--- config.mk ---
export PLATFORM = sky130hd
export DESIGN_NAME = ws2812_pixel_driver_flat
export DESIGN_NICKNAME = d
export VERILOG_FILES = /design/src/rtl/ws2812_pixel_driver_if.sv /design/src/rtl/ws2812_pixel_driver.sv /design/src/flat_wrapper.sv
export SDC_FILE = /design/constraint.sdc
export NUM_CORES = 1
export LEC_CHECK = 0
export ABC_AREA = 1
export CAP_MARGIN = 20
export CORE_MARGIN = 2
export CORE_UTILIZATION = 45
export CTS_CLUSTER_DIAMETER = 50
export DETAILED_ROUTE_END_ITERATION = 10
export HOLD_SLACK_MARGIN = 0.05
export PLACE_DENSITY = 0.72
export SYNTH_ARGS = -nofsm -noshare
export SYNTH_HDL_FRONTEND = slang
export SYNTH_SLANG_ARGS = --single-unit
export TNS_END_PERCENT = 10
--- constraint.sdc ---
create_clock -name clk -period 13.05 [get_ports clk]
set_input_delay 1.9575 -clock clk [delete_from_list [all_inputs] [get_ports clk]]
set_output_delay 1.9575 -clock clk [all_outputs]
set_load 0.03 [all_outputs]
--- src/rtl/ws2812_pixel_driver_if.sv ---
// Bus between the WS2812 serial driver and its environment: frame configuration
// strobe, pixel FIFO read port and the serial line plus status outputs.
interface ws2812_pixel_driver_if;
  logic        write;
  logic [15:0] num_leds;
  logic [15:0] data_delay;
  logic [15:0] data_length;
  logic        px_empty;
  logic [23:0] px_read_data;
  logic        px_read_en;
  logic        dout;
  logic        busy;
  logic        frame_done;
  logic        underflow;

  modport master (
    output write, num_leds, data_delay, data_length, px_empty, px_read_data,
    input  px_read_en, dout, busy, frame_done, underflow
  );

  modport slave (
    input  write, num_leds, data_delay, data_length, px_empty, px_read_data,
    output px_read_en, dout, busy, frame_done, underflow
  );
endinterface

--- src/rtl/ws2812_pixel_driver.sv ---
// WS2812 serial output stage: pulls GRB pixels from a FIFO and serialises them
// MSB-first with WS2812 bit timing, inserting a latch gap after every frame.
//
// state | meaning
// ------+---------------------------------------------------------------
// IDLE  | line low, waiting for a valid config with num_leds != 0
// PRIME | popping the first pixel of a frame (waits while FIFO empty)
// LOAD  | first pixel on px_read_data, captured into the shift register
// SEND  | shifting bits out, one bit per TBIT clocks, next pixel prefetched
// LATCH | line low for the latch gap, then next frame or back to IDLE
module ws2812_pixel_driver #(
  parameter int T0H          = 20,
  parameter int T1H          = 40,
  parameter int TBIT         = 63,
  parameter int RESET_CYCLES = 2500,
  parameter int CLK_PER_US   = 50
) (
  input  logic                  clk,
  input  logic                  reset,
  ws2812_pixel_driver_if.slave  bus
);

  localparam int PW = $clog2(TBIT);
  localparam logic [PW-1:0] PH_LAST  = PW'(TBIT - 1);
  localparam logic [PW-1:0] PH_T0H   = PW'(T0H);
  localparam logic [PW-1:0] PH_T1H   = PW'(T1H);
  localparam logic [PW-1:0] PH_ONE   = PW'(1);
  localparam logic [31:0]   GAP_MIN  = 32'(RESET_CYCLES);
  localparam logic [15:0]   US_SCALE = 16'(CLK_PER_US);

  typedef enum logic [2:0] {IDLE, PRIME, LOAD, SEND, LATCH} state_t;
  state_t state;

  logic        pend_valid;
  logic [15:0] pend_leds, pend_delay, pend_length;
  logic [15:0] act_leds, act_delay, act_length;
  logic [15:0] frame_cnt, pixel_cnt;
  logic [23:0] shift_q, hold_q;
  logic        hold_valid, hold_wait;
  logic [PW-1:0] phase;
  logic [4:0]  bit_cnt;
  logic [31:0] gap_cnt;

  logic        new_valid;
  logic [15:0] new_leds, new_delay, new_length;
  logic [31:0] delay_clks, gap_len;
  logic [PW-1:0] phase_nx, thr;
  logic        bit_end, last_px, more_px, fetch_ok;
  logic [15:0] frame_nx;

  // Config selection (a write in the same cycle wins), gap length and bit-timing helpers.
  always_comb begin
    new_valid  = bus.write | pend_valid;
    new_leds   = bus.write ? bus.num_leds    : pend_leds;
    new_delay  = bus.write ? bus.data_delay  : pend_delay;
    new_length = bus.write ? bus.data_length : pend_length;
    delay_clks = 32'(act_delay) * 32'(US_SCALE);
    gap_len    = (delay_clks > GAP_MIN) ? delay_clks : GAP_MIN;
    phase_nx   = phase + PH_ONE;
    thr        = shift_q[23] ? PH_T1H : PH_T0H;
    bit_end    = (phase == PH_LAST) && (bit_cnt == 5'd0);
    last_px    = ({1'b0, pixel_cnt} + 17'd1) == {1'b0, act_leds};
    more_px    = ({1'b0, pixel_cnt} + 17'd1) <  {1'b0, act_leds};
    // Never pop on a reload edge: pixel_cnt is about to move and the slot may already be spent.
    fetch_ok   = ((state == LOAD) || ((state == SEND) && !bit_end)) && more_px &&
                 !hold_valid && !hold_wait && !bus.px_read_en && !bus.px_empty;
    frame_nx   = frame_cnt + 16'd1;
  end

  // Frame sequencer, serialiser and prefetch with all outputs registered.
  always_ff @(posedge clk or posedge reset) begin
    if (reset) begin
      state          <= IDLE;
      pend_valid     <= 1'b0;
      pend_leds      <= '0;
      pend_delay     <= '0;
      pend_length    <= '0;
      act_leds       <= '0;
      act_delay      <= '0;
      act_length     <= '0;
      frame_cnt      <= '0;
      pixel_cnt      <= '0;
      shift_q        <= '0;
      hold_q         <= '0;
      hold_valid     <= 1'b0;
      hold_wait      <= 1'b0;
      phase          <= '0;
      bit_cnt        <= '0;
      gap_cnt        <= '0;
      bus.px_read_en <= 1'b0;
      bus.dout       <= 1'b0;
      bus.busy       <= 1'b0;
      bus.frame_done <= 1'b0;
      bus.underflow  <= 1'b0;
    end else begin
      bus.frame_done <= 1'b0;
      bus.px_read_en <= 1'b0;

      if (bus.write) begin
        pend_valid  <= 1'b1;
        pend_leds   <= bus.num_leds;
        pend_delay  <= bus.data_delay;
        pend_length <= bus.data_length;
      end

      // Prefetch pops land in the holding register one cycle after px_read_en.
      hold_wait <= bus.px_read_en && (state != PRIME);
      if (hold_wait) begin
        hold_q     <= bus.px_read_data;
        hold_valid <= 1'b1;
      end
      if (fetch_ok) bus.px_read_en <= 1'b1;

      case (state)
        IDLE: begin
          bus.dout <= 1'b0;
          bus.busy <= 1'b0;
          if (new_valid) begin
            act_leds   <= new_leds;
            act_delay  <= new_delay;
            act_length <= new_length;
            pend_valid <= 1'b0;
            frame_cnt  <= '0;
            pixel_cnt  <= '0;
            if (new_leds != 16'd0) begin
              state    <= PRIME;
              bus.busy <= 1'b1;
              if (!bus.px_empty) bus.px_read_en <= 1'b1;
            end
          end
        end

        PRIME: begin
          hold_valid <= 1'b0;
          pixel_cnt  <= '0;
          if (bus.px_read_en) state <= LOAD;
          else if (!bus.px_empty) bus.px_read_en <= 1'b1;
        end

        LOAD: begin
          shift_q  <= bus.px_read_data;
          bit_cnt  <= 5'd23;
          phase    <= '0;
          bus.dout <= 1'b1;
          state    <= SEND;
        end

        SEND: begin
          if (phase == PH_LAST) begin
            phase <= '0;
            if (bit_cnt != 5'd0) begin
              shift_q  <= {shift_q[22:0], 1'b0};
              bit_cnt  <= bit_cnt - 5'd1;
              bus.dout <= 1'b1;
            end else if (last_px) begin
              state          <= LATCH;
              bus.dout       <= 1'b0;
              gap_cnt        <= gap_len - 32'd1;
              bus.frame_done <= (gap_len == 32'd1);
            end else begin
              pixel_cnt <= pixel_cnt + 16'd1;
              bit_cnt   <= 5'd23;
              bus.dout  <= 1'b1;
              if (hold_valid) begin
                shift_q    <= hold_q;
                hold_valid <= 1'b0;
              end else begin
                shift_q       <= '0;
                bus.underflow <= 1'b1;
              end
            end
          end else begin
            phase    <= phase_nx;
            bus.dout <= (phase_nx < thr);
          end
        end

        LATCH: begin
          bus.dout <= 1'b0;
          if (gap_cnt == 32'd1) bus.frame_done <= 1'b1;
          if (gap_cnt == 32'd0) begin
            if (new_valid) begin
              act_leds   <= new_leds;
              act_delay  <= new_delay;
              act_length <= new_length;
              pend_valid <= 1'b0;
              frame_cnt  <= '0;
              if (new_leds != 16'd0) begin
                state <= PRIME;
                if (!bus.px_empty) bus.px_read_en <= 1'b1;
              end else begin
                state    <= IDLE;
                bus.busy <= 1'b0;
              end
            end else begin
              frame_cnt <= frame_nx;
              if ((act_length != 16'd0) && (frame_nx == act_length)) begin
                state    <= IDLE;
                bus.busy <= 1'b0;
              end else begin
                state <= PRIME;
                if (!bus.px_empty) bus.px_read_en <= 1'b1;
              end
            end
          end else begin
            gap_cnt <= gap_cnt - 32'd1;
          end
        end

        default: state <= IDLE;
      endcase

      if (bus.write) bus.underflow <= 1'b0;
    end
  end

endmodule
--- src/flat_wrapper.sv ---
// flat-port wrapper written by rule: the top's interface ports become plain ports
module ws2812_pixel_driver_flat 
#(
  parameter int T0H          = 20,
  parameter int T1H          = 40,
  parameter int TBIT         = 63,
  parameter int RESET_CYCLES = 2500,
  parameter int CLK_PER_US   = 50
)
  (clk, reset, bus_write, bus_num_leds, bus_data_delay, bus_data_length, bus_px_empty, bus_px_read_data, bus_px_read_en, bus_dout, bus_busy, bus_frame_done, bus_underflow);
  ws2812_pixel_driver_if bus_i ();
  input  logic clk;
  input  logic reset;
  input wire logic [$bits(bus_i.write)-1:0] bus_write;
  input wire logic [$bits(bus_i.num_leds)-1:0] bus_num_leds;
  input wire logic [$bits(bus_i.data_delay)-1:0] bus_data_delay;
  input wire logic [$bits(bus_i.data_length)-1:0] bus_data_length;
  input wire logic [$bits(bus_i.px_empty)-1:0] bus_px_empty;
  input wire logic [$bits(bus_i.px_read_data)-1:0] bus_px_read_data;
  output wire logic [$bits(bus_i.px_read_en)-1:0] bus_px_read_en;
  output wire logic [$bits(bus_i.dout)-1:0] bus_dout;
  output wire logic [$bits(bus_i.busy)-1:0] bus_busy;
  output wire logic [$bits(bus_i.frame_done)-1:0] bus_frame_done;
  output wire logic [$bits(bus_i.underflow)-1:0] bus_underflow;
  assign bus_i.write = bus_write;
  assign bus_i.num_leds = bus_num_leds;
  assign bus_i.data_delay = bus_data_delay;
  assign bus_i.data_length = bus_data_length;
  assign bus_i.px_empty = bus_px_empty;
  assign bus_i.px_read_data = bus_px_read_data;
  assign bus_px_read_en = bus_i.px_read_en;
  assign bus_dout = bus_i.dout;
  assign bus_busy = bus_i.busy;
  assign bus_frame_done = bus_i.frame_done;
  assign bus_underflow = bus_i.underflow;
  ws2812_pixel_driver #(.T0H(T0H), .T1H(T1H), .TBIT(TBIT), .RESET_CYCLES(RESET_CYCLES), .CLK_PER_US(CLK_PER_US)) u_core (.clk(clk), .reset(reset), .bus(bus_i));
endmodule
# [Word-level counts from Yosys, hierarchy flattened]
# Cells that the tools add are included.
[word_totals] ff_bits=230 latch_bits=0 ram_bits=0 romBits=0 in_bits=76 out_inout_bits=5 wordCells=186 mem_count=0
[classes] n_addsub=7 n_mul=1 div_mod_pow=0 n_lt_le_gt_ge=3 eq_ne=25 shifts=0 muxes=90 bitwise=1 reduce_logical=37
[op_table] op="$mux W16" count=15
[op_table] op="$mux W32" count=4
[op_table] op="$pmux W16 S2" count=4
[op_table] op="$mux W24" count=4
[op_table] op="$eq A32 B1 Y1 const B" count=2
[op_table] op="$pmux W32 S2" count=1
[op_table] op="$sub A32 B1 Y32 const B" count=2
[op_table] op="$pmux W16 S3" count=1
[op_table] op="$pmux W24 S2" count=1
[op_table] op="$mux W1" count=37
[op_table] op="$add A16 B1 Y16 const B" count=2
[op_table] op="$logic_not A32 Y1" count=1
[op_table] op="$reduce_bool A16 Y1" count=2
[op_table] op="$mux W3" count=8
[op_table] op="$gt A22 B12 Y1 const B" count=1
[op_table] op="$mux W22" count=1
[op_table] op="$mul A16 B5 Y21 const B" count=1
[op_table] op="$add A16 B1 Y17 const B" count=1
[op_table] op="$eq A17 B16 Y1" count=1
[op_table] op="$lt A17 B16 Y1" count=1
[op_table] op="$eq A16 B16 Y1" count=1
[op_table] op="$mux W5" count=3
[op_table] op="$pmux W3 S5" count=1
[op_table] op="$reduce_and A5 Y1" count=3
[op_table] op="30 further kinds" count=66

# [Longest topological paths before layout]
[logic_depth] depth_word=16 ltp_mapped=30 ltp_nobuf=30

# [Least setup slack after synthesis]
# Ideal clock, no wire load.
[synth_timing] path_kind="register -> register" startpoint="register u_core.act_delay[6]" endpoint="register u_core.gap_cnt[9]" setup_time_ns=0.123 arrival_time_ns=3.842 required_ns=12.927 path_slack_ns=9.085 path_stages_with_launch=25 path_buffers=0 period_less_slack_ns=3.965 cell_sequence="dfrtp_1 ha_1 ha_1 inv_1 fa_1 inv_1 ha_1 nand2_2 inv_2 a21oi_1 nand2_1 xnor2_1 nand2_1 nor2_2 nand2_2 nor2_4 nor2_1 inv_1 ha_1 nand2_1 inv_1 nand2_2 xor2_1 o21ai_1 o21ai_1"
[synth_via] elab_chain_len=8
[synth_rtl] element="start, declared" line_no="ws2812_pixel_driver.sv:36" rtl="logic [15:0] act_leds, act_delay, act_length;"
[synth_rtl] element="start signal, assigned" line_no="ws2812_pixel_driver.sv:120" rtl="act_delay <= new_delay;"
[synth_rtl] element="start signal, assigned" line_no="ws2812_pixel_driver.sv:184" rtl="act_delay <= new_delay;"
[synth_rtl] element="$mul A16 B5 Y21 (*)" line_no="ws2812_pixel_driver.sv:57" rtl="delay_clks = 32'(act_delay) * 32'(US_SCALE);"
[synth_rtl] element="$gt A22 B12 Y1" line_no="ws2812_pixel_driver.sv:58" rtl="gap_len = (delay_clks > GAP_MIN) ? delay_clks : GAP_MIN;"
[synth_rtl] element="$mux W22 (*)" line_no="ws2812_pixel_driver.sv:58"
[synth_rtl] element="$sub A32 B1 Y32 (*)" line_no="ws2812_pixel_driver.sv:158" rtl="gap_cnt <= gap_len - 32'd1;"
[synth_rtl] element="$mux W32 (*)" line_no="ws2812_pixel_driver.sv:155" rtl="end else if (last_px) begin"
[synth_rtl] element="$mux W32 (*)" line_no="ws2812_pixel_driver.sv:151" rtl="if (bit_cnt != 5'd0) begin"
[synth_rtl] element="$mux W32 (*)" line_no="ws2812_pixel_driver.sv:149" rtl="if (phase == PH_LAST) begin"
[synth_rtl] element="$pmux W32 S2 (*)" line_no="ws2812_pixel_driver.sv:114" rtl="case (state)"
[synth_rtl] element="end signal, assigned" line_no="ws2812_pixel_driver.sv:158"
[synth_rtl] element="end signal, assigned" line_no="ws2812_pixel_driver.sv:206" rtl="gap_cnt <= gap_cnt - 32'd1;"
[synth_rtl] element="end, declared" line_no="ws2812_pixel_driver.sv:42" rtl="logic [31:0] gap_cnt;"
# Every way passes the cells marked *; elsewhere a longest branch is shown, timed or not. The select of a mux whose other input is x is not followed.
# A chain may end at the register's enable or synchronous reset.

# [Worst setup path in the final report]
[layout_timing] startpoint="register u_core.act_delay[6]" endpoint="register u_core.gap_cnt[15]"
# The elaborated chain is that of the path after synthesis.

==> results by stage <==
Synthesis:
- Of the synthesized area, sequential elements account for 40.2%.
- The share of async-settable or async-resettable flops after synthesis is 100%.
- The mean area per synthesized cell is 7.56 um2.
- The area share of the largest cell type after synthesis is 40.2%.
- The count of state elements after synthesis is 230.
- The number of distinct library cells after synthesis is 50.
- The library cell occupying the most area in the post-synthesis netlist is sky130_fd_sc_hd__dfrtp_1.
- The count of flip-flops with a built-in enable after synthesis is 0.
- Yosys attributes the largest share of cell area to sky130_fd_sc_hd__dfrtp_1 (40%), sky130_fd_sc_hd__nand2_1 (13%), sky130_fd_sc_hd__inv_1 (8.5%), sky130_fd_sc_hd__ha_1 (7.2%), sky130_fd_sc_hd__o21ai_0 (4.5%).
- Synthesis handed over a netlist of 1,894 instances.
- During synthesis, Yosys emitted a total of 0 warnings.
- For this run, the leading register cell type out of synthesis is sky130_fd_sc_hd__dfrtp_1.
- The post-synthesis instance area is 0.0143 mm2.
- Counting every net in the synthesized netlist gives 2,063.

STA:
- The number of max-slew violations in the final report was 0.
- The fmax is 214 MHz.
- The final number of hold-violating endpoints is 0.
- Setup repair after global routing left no endpoint under its margin.
- At the pin with the least slew margin, the transition time is 1.07 ns.
- Setup violations remaining at the end of the flow were counted as 0.
- In the final timing run, aggregate negative setup slack is 0 ns.
- The final period demand of the worst path is 4.68 ns.
- The worst clock skew is 0.0225 ns.
- After layout, the worst path uses 35.9% of the clock period.
- The max-slew headroom at the worst pin is 28.8%.

Detailed routing:
- The routed layout has 12,240 vias.
- In the final routed layout, each cell accounts on average for 13.3 um.
- Before antenna repair, the detailed router went through 5 iterations.
- The DRC violation count after routing is 0.
- The remaining antenna violation count after routing is 0.
- The detailed-route vias per instance is 5.13.
- The post-detailed-routing wire length is 31,800 um.
- The starting DRC count in detailed routing is 930.

Placement:
- The placed cell count is 2,331.
- The post-placement cell area is 0.0154 mm2.
- Detailed placement finished with a half-perimeter wire length of 22,700 um.
- The number of buffers added on ports is 80.
- The global placer's final weighted congestion is 0.867.

Min path:
- The cell depth of the worst hold path is 2.
- The worst hold path class is register to register.

Layout:
- The number of antenna diodes in the final layout is 0.
- For this run, the number of standard cells in the final layout without fillers is 2,388.
- Leaving out fill and tap cells, the most frequent cells in the layout are sky130_fd_sc_hd__nand2_1 (487), sky130_fd_sc_hd__inv_1 (323), sky130_fd_sc_hd__dfrtp_1 (230), sky130_fd_sc_hd__nor2_1 (143), sky130_fd_sc_hd__o21ai_0 (128).
- The signed area change from the synthesized netlist to the final layout is 15.5%.
- The most common cell after layout, fill and taps aside is sky130_fd_sc_hd__nand2_1.
- Summing all non-filler instances in the final layout gives an area of 0.0165 mm2.
- The layout cell share with drive strength beyond 1 is 7.10%.
- The final net count is 2,131.
- The fill cell total of the finished layout is 2,896.
- The area occupied by multi-input gates is 0.00702 mm2.
- The flip-flop and latch area is 0.00576 mm2.

Clock network:
- In this run the post-CTS setup repair buffer count came out at 0.
- TritonCTS built the clock tree.
- Counting the buffers created by CTS gives 30.
- The number of buffers added to fix hold violations after cts is 0.
- The clock net in this run drives a total of 230 sinks.
- The number of cells upsized or downsized after cts is 0.
- The number of buffers between clock root and the deepest sink is 3.
- The clock input transition at the sequential cells of the worst setup and hold paths is 0.06 ns.
- The clock latency at the later pin of the worst-skew pair is 0.57 ns.
- The cell at the root of the clock tree is sky130_fd_sc_hd__clkbuf_16.
- CTS built an H-tree with a depth of 1.

Power:
- The worst-case IR drop observed on VDD is 113 uV.
- The analysis attributes to cell leakage a power of 8.56 nW.
- In this run the power density over the cells is 129 mW/mm2.

Outcome:
- The run finished with clean final reports.

Worst setup path:
- At the worst endpoint, the required time is 13.54 ns.
- For the worst flop-to-flop path, the logic depth is 24.
- STA classifies the critical path startpoint as a register.
- Data arrives at the worst endpoint at 5.17 ns.
- The nature of the critical path endpoint is a register.
- In this run the worst path has a maximum fanout of 7.
- The critical path class is register to register.

Floorplan:
- The placeable core area is 0.0315 mm2.
- 81 I/O pins were placed.
- Once the floorplan was initialized, standard cells occupied 45.5% of the core.
- The initialized floorplan defines 65 standard-cell rows.
- The total die area is 0.0332 mm2.
- From left edge to right edge, the die measures 182 um.
- The overall die height is 182 um.

Global routing:
- The number of global-route vias before repair is 11,875.
- The global-route wire length before repair is 54,700 um.
- The combined global-route utilization of all metal layers is 19.4%.
- Summed over all layers, the global routing overflow is 0.
- The initial antenna violation count is 0.
- The largest net degree at the start of global routing is 84.

Job:
- The reported max-cap violation count is 0.
-- critical path, cell delays in order, from the launching register on --
cell,delay [ns]
sky130_fd_sc_hd__dfrtp_1,0.44
sky130_fd_sc_hd__ha_1,0.32
sky130_fd_sc_hd__ha_1,0.28
sky130_fd_sc_hd__inv_1,0.05
sky130_fd_sc_hd__fa_1,0.50
sky130_fd_sc_hd__inv_1,0.04
sky130_fd_sc_hd__ha_1,0.35
sky130_fd_sc_hd__nand2_2,0.12
sky130_fd_sc_hd__inv_2,0.04
sky130_fd_sc_hd__a21oi_1,0.14
sky130_fd_sc_hd__nand2_1,0.10
sky130_fd_sc_hd__xnor2_1,0.26
sky130_fd_sc_hd__nand2_1,0.14
sky130_fd_sc_hd__nor2_2,0.19
sky130_fd_sc_hd__nand2_2,0.10
sky130_fd_sc_hd__nor2_4,0.23
sky130_fd_sc_hd__nor2_1,0.11
sky130_fd_sc_hd__inv_1,0.10
sky130_fd_sc_hd__ha_1,0.31
sky130_fd_sc_hd__nand2_1,0.14
sky130_fd_sc_hd__nor2_1,0.27
sky130_fd_sc_hd__nand3_1,0.12
sky130_fd_sc_hd__nand2_1,0.08
sky130_fd_sc_hd__nand2_1,0.04
sky130_fd_sc_hd__a21oi_1,0.15
-- power breakdown --
group	switching, mW	internal (mW)	leakage [nW]	total [mW]
sequential	0.0234	0.776	2.71	0.799
combinational	0.289	0.173	5.33	0.462
clock	0.345	0.518	0.518	0.863
total	0.658	1.47	8.56	2.12
-- cell usage after synthesis, types with 3 or more instances --
cell type / number
sky130_fd_sc_hd__nand3b_1: 7
sky130_fd_sc_hd__clkbuf_1: 30
sky130_fd_sc_hd__nand4_1: 30
sky130_fd_sc_hd__and2_1: 13
sky130_fd_sc_hd__o22ai_1: 30
sky130_fd_sc_hd__a22oi_1: 3
sky130_fd_sc_hd__inv_2: 12
sky130_fd_sc_hd__fa_1: 11
sky130_fd_sc_hd__nor2_4: 7
sky130_fd_sc_hd__nor2_2: 14
sky130_fd_sc_hd__xor2_1: 36
sky130_fd_sc_hd__o21ai_1: 15
sky130_fd_sc_hd__nand3_2: 5
sky130_fd_sc_hd__nand2_1: 487
sky130_fd_sc_hd__o211ai_1: 5
sky130_fd_sc_hd__mux2_2: 12
sky130_fd_sc_hd__nand3_1: 82
sky130_fd_sc_hd__a31oi_1: 6
sky130_fd_sc_hd__buf_4: 5
sky130_fd_sc_hd__nor4_1: 15
sky130_fd_sc_hd__xnor2_1: 6
sky130_fd_sc_hd__nor2_1: 144
sky130_fd_sc_hd__ha_1: 82
sky130_fd_sc_hd__a21oi_1: 58
sky130_fd_sc_hd__o21ai_0: 128
sky130_fd_sc_hd__nand2_2: 6
sky130_fd_sc_hd__buf_2: 16
sky130_fd_sc_hd__or2_2: 8
sky130_fd_sc_hd__inv_1: 324
sky130_fd_sc_hd__o221ai_1: 23
sky130_fd_sc_hd__buf_6: 4
sky130_fd_sc_hd__dfrtp_1: 230
sky130_fd_sc_hd__nor3_1: 18
-- registers in the layout (all words and copies together) (netlist names), 3 cells and up --
| register | flops |
|---|---|
| u_core.gap_cnt | 32 |
| u_core.pend_delay | 16 |
| u_core.phase | 6 |
| u_core.bit_cnt | 5 |
| u_core.state | 3 |
| u_core.pixel_cnt | 16 |
| u_core.frame_cnt | 16 |
| u_core.pend_leds | 16 |
| u_core.act_leds | 16 |
| u_core.shift_q | 24 |
| u_core.hold_q | 24 |
| u_core.act_delay | 16 |
| u_core.act_length | 16 |
| u_core.pend_length | 16 |
-- through the flow --
| step | util (%) | setup slack [ns] | total power [mW] | hold WS (ns) |
|---|---|---|---|---|
| floorplan | - | 4.79 | 1.15 | 0.433 |
| global placement | 49.0 | 8.39 | 1.26 | 0.449 |
| detailed placement | 49.0 | 8.34 | 1.27 | 0.454 |
| CTS | 52.4 | 8.40 | 2.14 | 0.466 |
| global route | 52.5 | 8.05 | 2.25 | 0.486 |
| finish | 52.5 | 8.37 | 2.12 | 0.461 |
-- area by class of cell --
class | instances | share of cell area, %
multi-input cells | 1271 | 42.5
inverters | 337 | 7.70
flip-flops and latches | 230 | 34.8
well taps | 402 | 3.04
clock inverters | 19 | 1.53
clock buffers | 37 | 4.94
repair buffers | 92 | 5.48
-- worst paths after layout --
kind | from | to | slack (ns)
min in group asynchronous | reset | u_core.pend_delay[14] | 1.89
worst max register to register | u_core.act_delay[6] | u_core.gap_cnt[15] | 8.37
worst max-delay path | u_core.act_delay[6] | u_core.gap_cnt[15] | 8.37
worst min register to register | u_core.pend_length[12] | u_core.pend_length[12] | 0.46
max in group asynchronous | reset | u_core.state[0] | 9.86
worst min-delay path | u_core.pend_length[12] | u_core.pend_length[12] | 0.46
-- cell families after synthesis --
| family | synth area share (%) |
|---|---|
| AO/OA/AOI/OAI | 11.2 |
| XOR/XNOR | 2.57 |
| adder cells (fa/ha/maj) | 8.71 |
| buffers and inverters | 10.8 |
| flip-flops | 40.2 |
| multiplexers | 1.01 |
| AND/OR/NAND/NOR | 25.5 |
-- per-layer routing --
| metal | vias up | GRT usage, % | part of all wire [%] |
|---|---|---|---|
| met3 | 48 | 2.31 | 3.7 |
| met4 | 0 | 4.58 | 1.9 |
| li1 | 6190 | - | - |
| met1 | 5759 | 26.5 | 48 |
| met5 | - | 0 | 0 |
| met2 | 243 | 33.0 | 47 |
No activity file was read; power rests on OpenSTA's default activity.
